`src/rtl/seg_scan_ctrl.sv`:
```
// Time-multiplexed scan controller for a common-segment 7-segment display:
// per-digit guard/drive slots, double-buffered tear-free load, leading-zero blanking.
module seg_scan_ctrl #(
  parameter int NUM_DIGITS   = 4,
  parameter int SLOT_CYCLES  = 50000,
  parameter int GUARD_CYCLES = 500,
  localparam int IDX_W = (NUM_DIGITS > 1) ? $clog2(NUM_DIGITS) : 1,
  localparam int DW    = 4 * NUM_DIGITS
) (
  input  logic                  clk,
  input  logic                  rst,
  input  logic                  en,
  input  logic                  lz_blank,
  input  logic                  load,
  input  logic [DW-1:0]         data_in,
  output logic                  load_ack,
  output logic [3:0]            dig_code,
  output logic [NUM_DIGITS-1:0] dig_en,
  output logic [IDX_W-1:0]      scan_idx
);

  localparam int CNT_W = (SLOT_CYCLES > 1) ? $clog2(SLOT_CYCLES) : 1;
  localparam logic [3:0] BLANK = 4'hF;

  typedef enum logic {GUARD, DRIVE} state_t;

  state_t                  state_q, state_n;
  logic [CNT_W-1:0]        cnt_q, cnt_n;
  logic [IDX_W-1:0]        idx_q, idx_n;
  logic [DW-1:0]           active_q, active_n;
  logic [DW-1:0]           shadow_q;
  logic                    pending_q;
  logic                    boundary, commit;
  logic [3:0]              code_n, dig_code_n;
  logic [NUM_DIGITS-1:0]   dig_en_n;
  logic                    upper_zero;

  // NOTE: every always_comb output gets a default first so no path leaves it unassigned (no latches).
  always_comb begin
    state_n  = state_q;
    cnt_n    = cnt_q;
    idx_n    = idx_q;
    boundary = 1'b0;
    if (!en) begin
      state_n = GUARD;
      cnt_n   = '0;
      idx_n   = '0;
    end else if (cnt_q == CNT_W'(SLOT_CYCLES - 1)) begin
      state_n  = GUARD;
      cnt_n    = '0;
      boundary = (idx_q == IDX_W'(NUM_DIGITS - 1));
      idx_n    = boundary ? '0 : idx_q + 1'b1;
    end else begin
      cnt_n = cnt_q + 1'b1;
      if (state_q == GUARD && cnt_q == CNT_W'(GUARD_CYCLES - 1))
        state_n = DRIVE;
    end
  end

  // The shadow only reaches the display at a frame boundary, or at once while dark.
  assign commit   = pending_q && (!en || boundary);
  assign active_n = commit ? shadow_q : active_q;

  // Outputs are computed from next-state values so the registered outputs line up with the state.
  always_comb begin
    upper_zero = ((active_n >> (4 * int'(idx_n))) == '0);
    code_n     = active_n[4*int'(idx_n) +: 4];
    if (lz_blank && idx_n != '0 && upper_zero)
      code_n = BLANK;
    dig_code_n = en ? code_n : BLANK;
    dig_en_n   = '0;
    if (en && state_n == DRIVE)
      dig_en_n = {{(NUM_DIGITS-1){1'b0}}, 1'b1} << idx_n;
  end

  // NOTE: sequential state uses non-blocking assignments so all registers update together at the edge.
  always_ff @(posedge clk or posedge rst) begin
    if (rst) begin
      state_q   <= GUARD;
      cnt_q     <= '0;
      idx_q     <= '0;
      active_q  <= '0;
      shadow_q  <= '0;
      pending_q <= 1'b0;
      dig_en    <= '0;
      dig_code  <= BLANK;
      load_ack  <= 1'b0;
    end else begin
      state_q  <= state_n;
      cnt_q    <= cnt_n;
      idx_q    <= idx_n;
      active_q <= active_n;
      load_ack <= commit;
      dig_en   <= dig_en_n;
      dig_code <= dig_code_n;
      // A load on the commit cycle lands in the shadow and stays pending for the next boundary.
      if (load) begin
        shadow_q  <= data_in;
        pending_q <= 1'b1;
      end else if (commit) begin
        pending_q <= 1'b0;
      end
    end
  end

  assign scan_idx = idx_q;

endmodule

```
`config.mk`:
```
export PLATFORM = sky130hd
export DESIGN_NAME = seg_scan_ctrl
export DESIGN_NICKNAME = d
export VERILOG_FILES = /design/src/rtl/seg_scan_ctrl.sv
export SDC_FILE = /design/constraint.sdc
export NUM_CORES = 1
export LEC_CHECK = 0
export CAP_MARGIN = 0
export CORE_AREA = 2 2 80 82
export CTS_CLUSTER_DIAMETER = 120
export CTS_CLUSTER_SIZE = 12
export DETAILED_ROUTE_END_ITERATION = 6
export DIE_AREA = 0 0 82 84
export PLACE_DENSITY_LB_ADDON = 0.05
export SYNTH_ARGS = -nofsm -noshare
export SYNTH_HDL_FRONTEND = slang
export SYNTH_SLANG_ARGS = --single-unit
export TNS_END_PERCENT = 50
```
`constraint.sdc`:
```
create_clock -name clk -period 2.9 [get_ports clk]
set_input_delay 0.58 -clock clk [delete_from_list [all_inputs] [get_ports clk]]
set_output_delay 0.58 -clock clk [all_outputs]
set_load 0.01 [all_outputs]
```
==> metrics.md <==
| Metric | Value |
|---|---|
| Largest net degree at the start of global routing | `41` |
| Post-Syn Nets | `298` |
| Synthesized instance count | `275` |
| DRC | `0` |
| Number of I/O pins | `32` |
| Layout cells sized above 1 | `26.1%` |
| RSZ-0062 raised after global routing | `true` |
| Routed len/inst | `14.6 um` |
| Detailed Place HPWL | `4.40 mm` |
| Clock Pin Slew Worst Setup and Hold Paths | `0.07 ns` |
| H-tree Lvls | `3` |
| Netlist cell types | `55` |
| Clock root cell | `clkbuf_8` |
| P_sw | `0.505 mW` |
| # nets final | `363` |
| Initial Utilization | `48.3%` |
| Critical R2R Launch | `cnt_q[7]` |
| Area of placed instances | `3490 um^2` |
| Flop pwr share | `48.0%` |
| GRT Util Overall | `20.3%` |
| Hold depth | `1` |
| Syn Std Cell Area | `2940 um^2` |
| Fin cells | `422` |
| Placed Cells | `398` |
| DR vias/cell | `5.27` |
| Mapped Avg Cell Area | `10.7 um^2` |
| Final WS setup | `0.0385 ns` |
| Outcome | `complete, no violations` |
| HP Start | `cnt_q[0]` |
| TritonCTS Buffers | `9` |
| Net Sw Frac | `24.7%` |
| # setup viols final | `0` |
| CTS tree | `done` |
| Fin. max-slew vios | `0` |
| Worst slew margin | `49.1%` |
| Detailed-route via count | `2,222` |
| Clock buffer depth | `2` |
| Period utilization | `98.7%` |
| DRT antenna net count | `0` |
| Clock network power share | `38.6%` |
| Antenna cell count | `0` |
| Pre-CTS setup slack | `0.00606 ns` |
| Pleak | `1.76 nW` |
| Die ar. | `6890 um^2` |
| Total grt overflow | `0` |
| Synth Warn # | `0` |
| Fmax | `0.349 GHz` |
| CP arrival | `3.13 ns` |
| Top cells by area, synth | `dfrtp_1, mux2_2, nand2_1` |
| Asr flop ratio synth | `100%` |
| P_int | `1.54 mW` |
| Max-cap violations | `0` |
| Leading area contributor after synthesis | `dfrtp_1` |
| Reg2reg end | `dig_code[0]` |
| PortBufs | `31` |
| Post-synthesis register bit count | `61` |
| Fin crit period | `2.86 ns` |
| Pwr dens | `535 nW/um^2` |
| Slew @ Worst Pin | `0.762 ns` |
| Final GP Congestion | `0.918` |
| First-pass GRT wire length | `10.5 mm` |
| Worst reg2reg setup slack | `0.04 ns` |
| P&R area growth vs syn | `30.0%` |
| Hold Path Class | `flop to flop` |
| Final wirelength | `6.15 mm` |
| Worst vdd ir | `358 uV` |
| Fill cell count | `531` |
| Die X | `82 um` |
| Die Y | `84 um` |
| TritonRoute pass-1 iters | `4` |
| Vias in the first global route | `2,193` |
| Type of origin of the critical path | `flop` |
| Final hold violations | `0` |
| Worst setup EP type | `flop` |
| Clock Latency Late Sink | `0.34 ns` |
| Initial detailed-routing violation count | `95` |
| Finished Cell Area | `3830 um^2` |
| Kind of critical path | `flop to flop` |
| Crit-path max FO | `11` |
| Sequential share of the synthesized area | `52.0%` |
| Core Util, Final | `62.8%` |
| End of the worst hold path | `cnt_q[0]` |
| Core area | `6100 um^2` |
| Logic pwr share | `13.4%` |
| Clock sinks | `61` |
| R2R depth | `10` |
| Post-route setup TNS | `0 ns` |
| Main synth FF type | `dfrtp_1` |
| Post-synth top area share | `48.4%` |
| Post-synth EDFFs | `0` |
| Clock Skews | `0.00609 ns` |
| Initial antenna violation count | `0` |
| Worst endpoint required time | `3.17 ns` |
| FP Rows | `29` |
through the flow:
step / power (mW) / hold WS (ns)
2_1_floorplan: 1.15 / 0.440
3_3_place_gp: 1.25 / 0.463
3_5_place_dp: 1.26 / 0.470
4_1_cts: 2.05 / 0.485
5_1_grt: 2.15 / 0.512
6_report: 2.05 / 0.483
critical path, stage by stage (launching register included):
cell and delay, ns:
dfrtp_1 0.38, or4b_4 0.59, nor4_4 0.36, buf_4 0.18, mux2_4 0.35, clkinv_8 0.09
a2111oi_4 0.05, a211o_2 0.33, buf_4 0.14, buf_4 0.13, a41o_1 0.19
Yosys cell counts, types with 2 or more instances:
library cell,instances
dfrtp_1,57
nand2_1,45
nor2_1,26
mux2_2,18
mux2i_1,13
inv_1,8
xor2_1,8
a21oi_1,7
nand3_1,7
o21ai_0,7
and3_1,6
clkbuf_1,4
dfstp_2,4
nand4_1,4
nor3_1,4
nor4_1,4
buf_6,3
nand2b_1,3
or3_1,3
xnor2_1,3
a21o_1,2
a31oi_1,2
and2_1,2
buf_1,2
ha_1,2
o21ai_1,2
final cells by class:
cell class / count / area (um^2) / area share [%]
clock buffers: 13 / 169 / 4.41
clock inverters: 3 / 42.5 / 1.11
inverters: 11 / 60.1 / 1.57
multi-input cells: 194 / 1360 / 35.6
flip-flops and latches: 61 / 1530 / 40.0
well taps: 77 / 96.3 / 2.52
repair buffers: 63 / 567 / 14.8
routing by layer:
metal	vias to the layer above	GRT usage (%)	routed length (um)
met5	-	0	0
met4	0	8.18	111
met3	10	4.98	193
met2	33	32.2	3080
met1	1087	26.3	2770
li1	1092	-	-
power groups by stage:
stage	Clock [mW]	Sequential, mW	Combinational (mW)
after floorplan	0	0.981	0.169
after global placement	0	0.994	0.258
after detailed placement	0	0.995	0.261
after CTS	0.811	0.980	0.262
after global routing	0.846	0.991	0.309
final	0.790	0.982	0.275
cells in the final DEF, fill, tap and decap left out, drive strengths merged, types with 7 or more instances in the layout:
cell type	instances
inv	9
dfrtp	57
nand2	47
buf	32
nor2	26
mux2	19
o21ai	9
a21oi	7
nand3	7
mux2i	13
clkdlybuf4s50	31
xor2	8
clkbuf	13
how the worst max path moves through the flow:
stage | from | to | slack, ns | cells after the start
floorplan | cnt_q[10] | dig_code[2] | 0.008 | 9
finish | cnt_q[7] | dig_code[0] | 0.04 | 10
global route | cnt_q[7] | dig_code[2] | -0.10 | 8
detailed placement | cnt_q[10] | dig_code[2] | 0.006 | 9
CTS | cnt_q[10] | dig_code[3] | 0.004 | 8
global placement | cnt_q[10] | dig_code[2] | 0.04 | 9
cells by family after synthesis:
group	after synthesis	synth area share (%)
buf+inv	21	3.53
simple gates	111	18.3
compound gates	37	10.2
mux	32	11.8
flops	61	52.0
xor+xnor	11	3.27
fa+ha+maj	2	0.850
registers in the layout (all words and copies together) (netlist names):
| register | count |
|---|---|
| load_ack | 1 |
| pending_q | 1 |
| scan_idx | 2 |
| dig_code | 4 |
| dig_en | 4 |
| active_q | 16 |
| cnt_q | 16 |
| state_q | 1 |
| shadow_q | 16 |
timing repair:
item	CTS	global route
setup endpoints to repair	3	4
gates resized for setup	2	13
setup buffers	1	6
endpoints found under the hold margin	0	0
hold buffers	0	0
pin swaps	1	10
cloned	0	1
(Power assumes the default switching activity.)
